## src/rtl/pll_reset_seq_pkg.sv

```systemverilog
// Shared definitions for the MMCM reset/lock sequencer: state encoding,
// status counter widths and saturating increment helpers.
package pll_reset_seq_pkg;

   typedef enum logic [2:0] {
      ST_RST_HOLD  = 3'd0,
      ST_WAIT_LOCK = 3'd1,
      ST_STABLE    = 3'd2,
      ST_READY     = 3'd3,
      ST_FAIL      = 3'd4
   } pll_state_e;

   localparam int unsigned RETRY_W = 3;
   localparam int unsigned LOSS_W  = 8;

   localparam logic [RETRY_W-1:0] RETRY_MAX = '1;
   localparam logic [LOSS_W-1:0]  LOSS_MAX  = '1;

   // Retry counter increment that sticks at all-ones
   function automatic logic [RETRY_W-1:0] retry_inc(input logic [RETRY_W-1:0] v);
      return (v == RETRY_MAX) ? v : v + RETRY_W'(1);
   endfunction

   // Lock-loss counter increment that sticks at all-ones
   function automatic logic [LOSS_W-1:0] loss_inc(input logic [LOSS_W-1:0] v);
      return (v == LOSS_MAX) ? v : v + LOSS_W'(1);
   endfunction

endpackage

```

## src/rtl/pll_reset_seq_sync_2ff.sv

```systemverilog
// Two-flop synchronizer for the asynchronous MMCM LOCKED signal.
module pll_reset_seq_sync_2ff (
   input  logic clk,
   input  logic rst_n,
   input  logic d_i,
   output logic q_o
);

   (* ASYNC_REG = "TRUE" *) logic meta_q;
   (* ASYNC_REG = "TRUE" *) logic sync_q;

   // Two-stage capture; cleared together with the sequencer
   always_ff @(posedge clk) begin
      if (!rst_n) begin
         meta_q <= 1'b0;
         sync_q <= 1'b0;
      end else begin
         meta_q <= d_i;
         sync_q <= meta_q;
      end
   end

   assign q_o = sync_q;

endmodule

```

## src/rtl/pll_reset_seq.sv

```systemverilog
// Reset/lock sequencer for the MMCM clock wrapper. Pulses the MMCM reset,
// qualifies LOCKED for a stable window, retries on timeout, parks the MMCM
// in FAIL once retries are exhausted, and counts lock losses after ready.
module pll_reset_seq
   import pll_reset_seq_pkg::*;
#(
   parameter int unsigned RST_CYCLES    = 16,
   parameter int unsigned LOCK_TIMEOUT  = 65536,
   parameter int unsigned STABLE_CYCLES = 1024,
   parameter int unsigned MAX_RETRY     = 4,
   parameter int unsigned CNT_W         = 17
) (
   input  logic               clk_ref,
   input  logic               reset_n,
   input  logic               pll_restart,
   input  logic               pll_lock,
   output logic               pll_reset,
   output logic               pll_ready,
   output logic               lock_err,
   output logic [RETRY_W-1:0] retry_cnt,
   output logic [LOSS_W-1:0]  loss_cnt
);

   localparam logic [CNT_W-1:0]   HOLD_LAST   = CNT_W'(RST_CYCLES - 1);
   localparam logic [CNT_W-1:0]   WAIT_LAST   = CNT_W'(LOCK_TIMEOUT - 1);
   localparam logic [CNT_W-1:0]   STABLE_LAST = CNT_W'(STABLE_CYCLES - 1);
   localparam logic [RETRY_W-1:0] RETRY_LIM   = RETRY_W'(MAX_RETRY);

   pll_state_e         state_q;
   logic [CNT_W-1:0]   timer_q;
   logic [CNT_W-1:0]   timer_inc;
   logic               pll_reset_q;
   logic               pll_ready_q;
   logic               lock_err_q;
   logic [RETRY_W-1:0] retry_q;
   logic [LOSS_W-1:0]  loss_q;
   logic               lock_s;

   // Bring LOCKED into the clk_ref domain; every decision uses lock_s
   pll_reset_seq_sync_2ff u_lock_sync (
      .clk   (clk_ref),
      .rst_n (reset_n),
      .d_i   (pll_lock),
      .q_o   (lock_s)
   );

   assign timer_inc = timer_q + CNT_W'(1);

   // Sequencer: reset_n beats pll_restart beats normal transitions
   always_ff @(posedge clk_ref) begin
      if (!reset_n) begin
         state_q     <= ST_RST_HOLD;
         timer_q     <= '0;
         pll_reset_q <= 1'b1;
         pll_ready_q <= 1'b0;
         lock_err_q  <= 1'b0;
         retry_q     <= '0;
         loss_q      <= '0;
      end else if (pll_restart) begin
         state_q     <= ST_RST_HOLD;
         timer_q     <= '0;
         pll_reset_q <= 1'b1;
         pll_ready_q <= 1'b0;
         lock_err_q  <= 1'b0;
         retry_q     <= '0;
      end else begin
         case (state_q)
            ST_RST_HOLD: begin
               pll_reset_q <= 1'b1;
               pll_ready_q <= 1'b0;
               if (timer_q == HOLD_LAST) begin
                  state_q     <= ST_WAIT_LOCK;
                  timer_q     <= '0;
                  pll_reset_q <= 1'b0;
               end else begin
                  timer_q <= timer_inc;
               end
            end
            ST_WAIT_LOCK: begin
               // A lock arriving on the timeout cycle takes precedence
               if (lock_s) begin
                  state_q <= ST_STABLE;
                  timer_q <= '0;
               end else if (timer_q == WAIT_LAST) begin
                  timer_q <= '0;
                  if (retry_q == RETRY_LIM) begin
                     state_q     <= ST_FAIL;
                     pll_reset_q <= 1'b1;
                     lock_err_q  <= 1'b1;
                  end else begin
                     state_q     <= ST_RST_HOLD;
                     pll_reset_q <= 1'b1;
                     retry_q     <= retry_inc(retry_q);
                  end
               end else begin
                  timer_q <= timer_inc;
               end
            end
            ST_STABLE: begin
               // A dropout sends us back to waiting without spending a retry
               if (!lock_s) begin
                  state_q <= ST_WAIT_LOCK;
                  timer_q <= '0;
               end else if (timer_q == STABLE_LAST) begin
                  state_q     <= ST_READY;
                  timer_q     <= '0;
                  pll_ready_q <= 1'b1;
               end else begin
                  timer_q <= timer_inc;
               end
            end
            ST_READY: begin
               if (!lock_s) begin
                  state_q     <= ST_RST_HOLD;
                  timer_q     <= '0;
                  pll_ready_q <= 1'b0;
                  pll_reset_q <= 1'b1;
                  retry_q     <= '0;
                  loss_q      <= loss_inc(loss_q);
               end
            end
            ST_FAIL: begin
               pll_reset_q <= 1'b1;
               pll_ready_q <= 1'b0;
               lock_err_q  <= 1'b1;
            end
            default: begin
               state_q     <= ST_RST_HOLD;
               timer_q     <= '0;
               pll_reset_q <= 1'b1;
               pll_ready_q <= 1'b0;
            end
         endcase
      end
   end

   assign pll_reset = pll_reset_q;
   assign pll_ready = pll_ready_q;
   assign lock_err  = lock_err_q;
   assign retry_cnt = retry_q;
   assign loss_cnt  = loss_q;

endmodule

```

## config.mk

```make
export PLATFORM = sky130hd
export DESIGN_NAME = pll_reset_seq
export DESIGN_NICKNAME = d
export VERILOG_FILES = /design/src/rtl/pll_reset_seq_pkg.sv /design/src/rtl/pll_reset_seq_sync_2ff.sv /design/src/rtl/pll_reset_seq.sv
export SDC_FILE = /design/constraint.sdc
export NUM_CORES = 1
export LEC_CHECK = 0
export CORE_MARGIN = 8
export CORE_UTILIZATION = 40
export CTS_BUF_LIST = sky130_fd_sc_hd__clkbuf_4 sky130_fd_sc_hd__clkbuf_8
export CTS_CLUSTER_DIAMETER = 120
export DETAILED_ROUTE_END_ITERATION = 6
export GPL_ROUTABILITY_DRIVEN = 0
export PLACE_DENSITY = 0.63
export SLEW_MARGIN = 20
export SYNTH_ARGS = -nofsm -noshare
export SYNTH_HDL_FRONTEND = slang
export SYNTH_SLANG_ARGS = --single-unit
```

## constraint.sdc

```tcl
create_clock -name clk_ref -period 4.95 [get_ports clk_ref]
set_clock_uncertainty 0.1 [all_clocks]
set_input_delay 0.99 -clock clk_ref [delete_from_list [all_inputs] [get_ports clk_ref]]
set_output_delay 0.99 -clock clk_ref [all_outputs]
set_load 0.02 [all_outputs]
```

==> flow_metrics.py <==
metrics = {
    "sta": {
        "worst_slew_pin_slew_ns": 0.662,
        "maxSlewViolCount": 0,
        "setup_violations": 0,
        "tns_ns": 0,
        "fin_crit_ns": 2.91,
        "fmax_mhz": 344,
        "slew_headroom": 0.558,
        "worst_hold_slack_ns": 0.334,
        "final_hold_viol_count": 0,
        "rsz0062_at_grt": "false",
        "finalCritPeriodShare": 0.588,
    },
    "layout": {
        "design_area_mm2": 0.00214,
        "area_growth_pct": 14.3,
        "finalNetCount": 247,
        "antenna_cells": 0,
        "drive_above_1_share": 0.0681,
        "fin_cells": 289,
    },
    "floorplan": {
        "start_util": 0.405,
        "die_area_mm2": 0.00714,
        "core_mm2": 0.00463,
        "ios": 18,
        "die_h_um": 84.5,
        "die_w_um": 84.5,
        "placementRows": 25,
    },
    "setup_path": {
        "worst_ep_arrival_time_ns": 3.02,
        "cp_max_fo": 16,
        "required_ns": 5.06,
        "crit_type": "in -> reg",
        "crit_family": "simple AND/OR/NAND/NOR gates",
        "rrSetupSlack_ns": 2.34,
        "reg2reg_from": "timer_q[3]$_SDFFE_PP0P_",
        "cp-end-kind": "register",
        "r2r-end": "timer_q[0]$_SDFFE_PP0P_",
        "start_kind": "primary input",
        "slowest_stage": "clkdlybuf4s50_1",
        "worst-path-buf-inv": 1,
        "cp_slowest_stage_delay_ns": 0.64,
        "r2r_cells": 10,
        "crit_chain": "clkdlybuf4s50_1, nand2b_1, or3_1, o311a_2, a21oi_1",
    },
    "grt": {
        "grt_use_met1": 0.133,
        "grt_usage": 0.110,
        "grt_pass1_wl_um": 6490,
        "grt_pass1_vias": 1425,
        "antenna_found_initial": 0,
        "met2_usage": 0.178,
        "top_usage_layer": "met2",
        "grt.overflow.total": 0,
        "grt_max_degree": 17,
        "use_met3": 0.0312,
    },
    "placement": {
        "dp_cells": 282,
        "placement.cell_area_mm2": 0.00206,
        "io_buffers": 17,
        "dp_hpwl_um": 2650,
    },
    "routing": {
        "post_drt_wl_per_cell_um": 12.8,
        "via_per_inst": 5.26,
        "wl_um": 3690,
        "drc": 0,
        "vias": 1520,
        "first_pass_iters": 4,
        "drt_iter0_markers": 112,
        "ant_nets": 0,
    },
    "clock_tree": {
        "htree_num_levels": 2,
        "clk_pin_slew_worst_paths_ns": 0.07,
        "cts_made_buffers": 5,
        "cts_tree": "done",
        "postCtsSetupBuffers": 0,
        "clk_latency_ns": 0.29,
        "cts_resized": 0,
        "clock-root-buffer": "clkbuf_8",
        "clock_sinks": 36,
        "clk_path_buf_depth": 2,
        "holdBufCountCts": 0,
    },
    "synthesis": {
        "syn-num-nets": 231,
        "yosysSeqAreaShare": 0.384,
        "synth_top_area_cell": "dfxtp_1",
        "yosys.area.top_type_share": 0.384,
        "postSynthAreaPerCell_um2": 8.57,
        "synth_cell_types": 45,
        "ys.flop_type": "dfxtp_1",
        "syn_area_mm2": 0.00188,
        "synthTopCellsByArea": "dfxtp_1, xor2_1, nor2_1",
        "synth_seq_cells": 36,
        "syn_inst": 219,
        "synth_edf_count": 0,
        "ys_async_sr_fraction": 0,
        "ys.warnings.count": 0,
    },
    "job": {
        "max_cap_viol_count": 0,
    },
    "hold_path": {
        "min_to": "u_lock_sync.q_o$_SDFF_PN0_",
        "min_from": "u_lock_sync.meta_q$_SDFF_PN0_",
        "min_path_cells": 1,
        "hp-class": "reg -> reg",
    },
    "power": {
        "power_leakage_uw": 0.000744,
        "max-vdd-ir-drop_uv": 142,
        "power_density_mw_per_mm2": 235,
    },
    "status": {
        "status": "complete, no violations",
    },
}
metrics by stage:
step	worst slack (ns)	power, µW	util
global placement	1.74	310	0.446
finish	2.04	505	0.463
global route	1.85	523	0.463
floorplan	2.66	306	-
CTS	2.00	511	0.463
detailed placement	1.70	310	0.446
synthesized netlist by cell type, types with 3 or more instances:
cell type / number
nand2_1: 17
nand3b_1: 4
nor3_1: 9
xnor2_1: 8
and2_1: 9
inv_1: 7
o21ai_0: 6
nand4_1: 6
nand3_1: 11
dfxtp_1: 36
clkbuf_1: 3
a21oi_1: 9
ha_1: 8
nor2_1: 30
nor4_1: 5
xor2_1: 14
sequential cells by signal (all words and copies together) (netlist names):
signal / count
pll_ready: 1
pll_reset: 1
retry_cnt: 3
u_lock_sync.meta_q: 1
timer_q: 17
u_lock_sync.q_o: 1
state_q: 3
loss_cnt: 8
lock_err: 1
cell type report:
class / count / area [µm²]
Clock buffer: 6 / 76.3
Clock inverter: 1 / 5.00
Fill cell: 456 / 2480
Inverter: 7 / 26.3
Multi-Input combinational cell: 168 / 1080
Sequential cell: 36 / 721
Tap cell: 54 / 67.6
Timing Repair Buffer: 17 / 170
kinds of logic after synthesis:
family          Yosys count  share of synthesized area
compound gates           27                     0.0920
xor+xnor                 22                      0.103
simple gates            111                      0.327
fa+ha+maj                 8                     0.0533
buf+inv                  15                     0.0413
flops                    36                      0.384
worst max-delay path by stage:
| stage | start | end | cells after the start |
|---|---|---|---|
| global route | reset_n | timer_q[1]$_SDFFE_PP0P_ | 5 |
| floorplan | pll_restart | loss_cnt[7]$_SDFFE_PN0P_ | 5 |
| global placement | reset_n | timer_q[1]$_SDFFE_PP0P_ | 5 |
| finish | reset_n | timer_q[1]$_SDFFE_PP0P_ | 5 |
| CTS | reset_n | timer_q[1]$_SDFFE_PP0P_ | 5 |
| detailed placement | reset_n | timer_q[1]$_SDFFE_PP0P_ | 5 |
report_power, final:
group          internal (µW)  leakage [µW]  switching [µW]
logic                   4.60      0.000409            5.75
registers                291      0.000291            1.68
clock network            101     0.0000445             101
total                    397      0.000744             108
layout by cell type, fill, tap and decap left out, types with 8 or more instances in the layout:
cell and instances:
a21oi_1 9, and2_1 9, clkdlybuf4s50_1 17, dfxtp_1 36, ha_1 8, nand2_1 17, nand3_1 11, nor2_1 30
nor3_1 9, xnor2_1 8, xor2_1 14
metal layers:
layer,wire (µm),vias to the layer above,part of all wire
met3,102,7,0.028
met1,1870,700,0.51
met5,0,-,0
met4,60,0,0.016
met2,1660,21,0.45
li1,-,792,-
worst register-to-register path: cells and delay by family, from the launching register on:
family	cells	cell delay (ns)
fa+ha+maj	1	0.21
compound gates	3	0.68
buf+inv	1	0.08
flops	1	0.44
simple gates	5	0.98
Power figures use the tool's default switching activity.
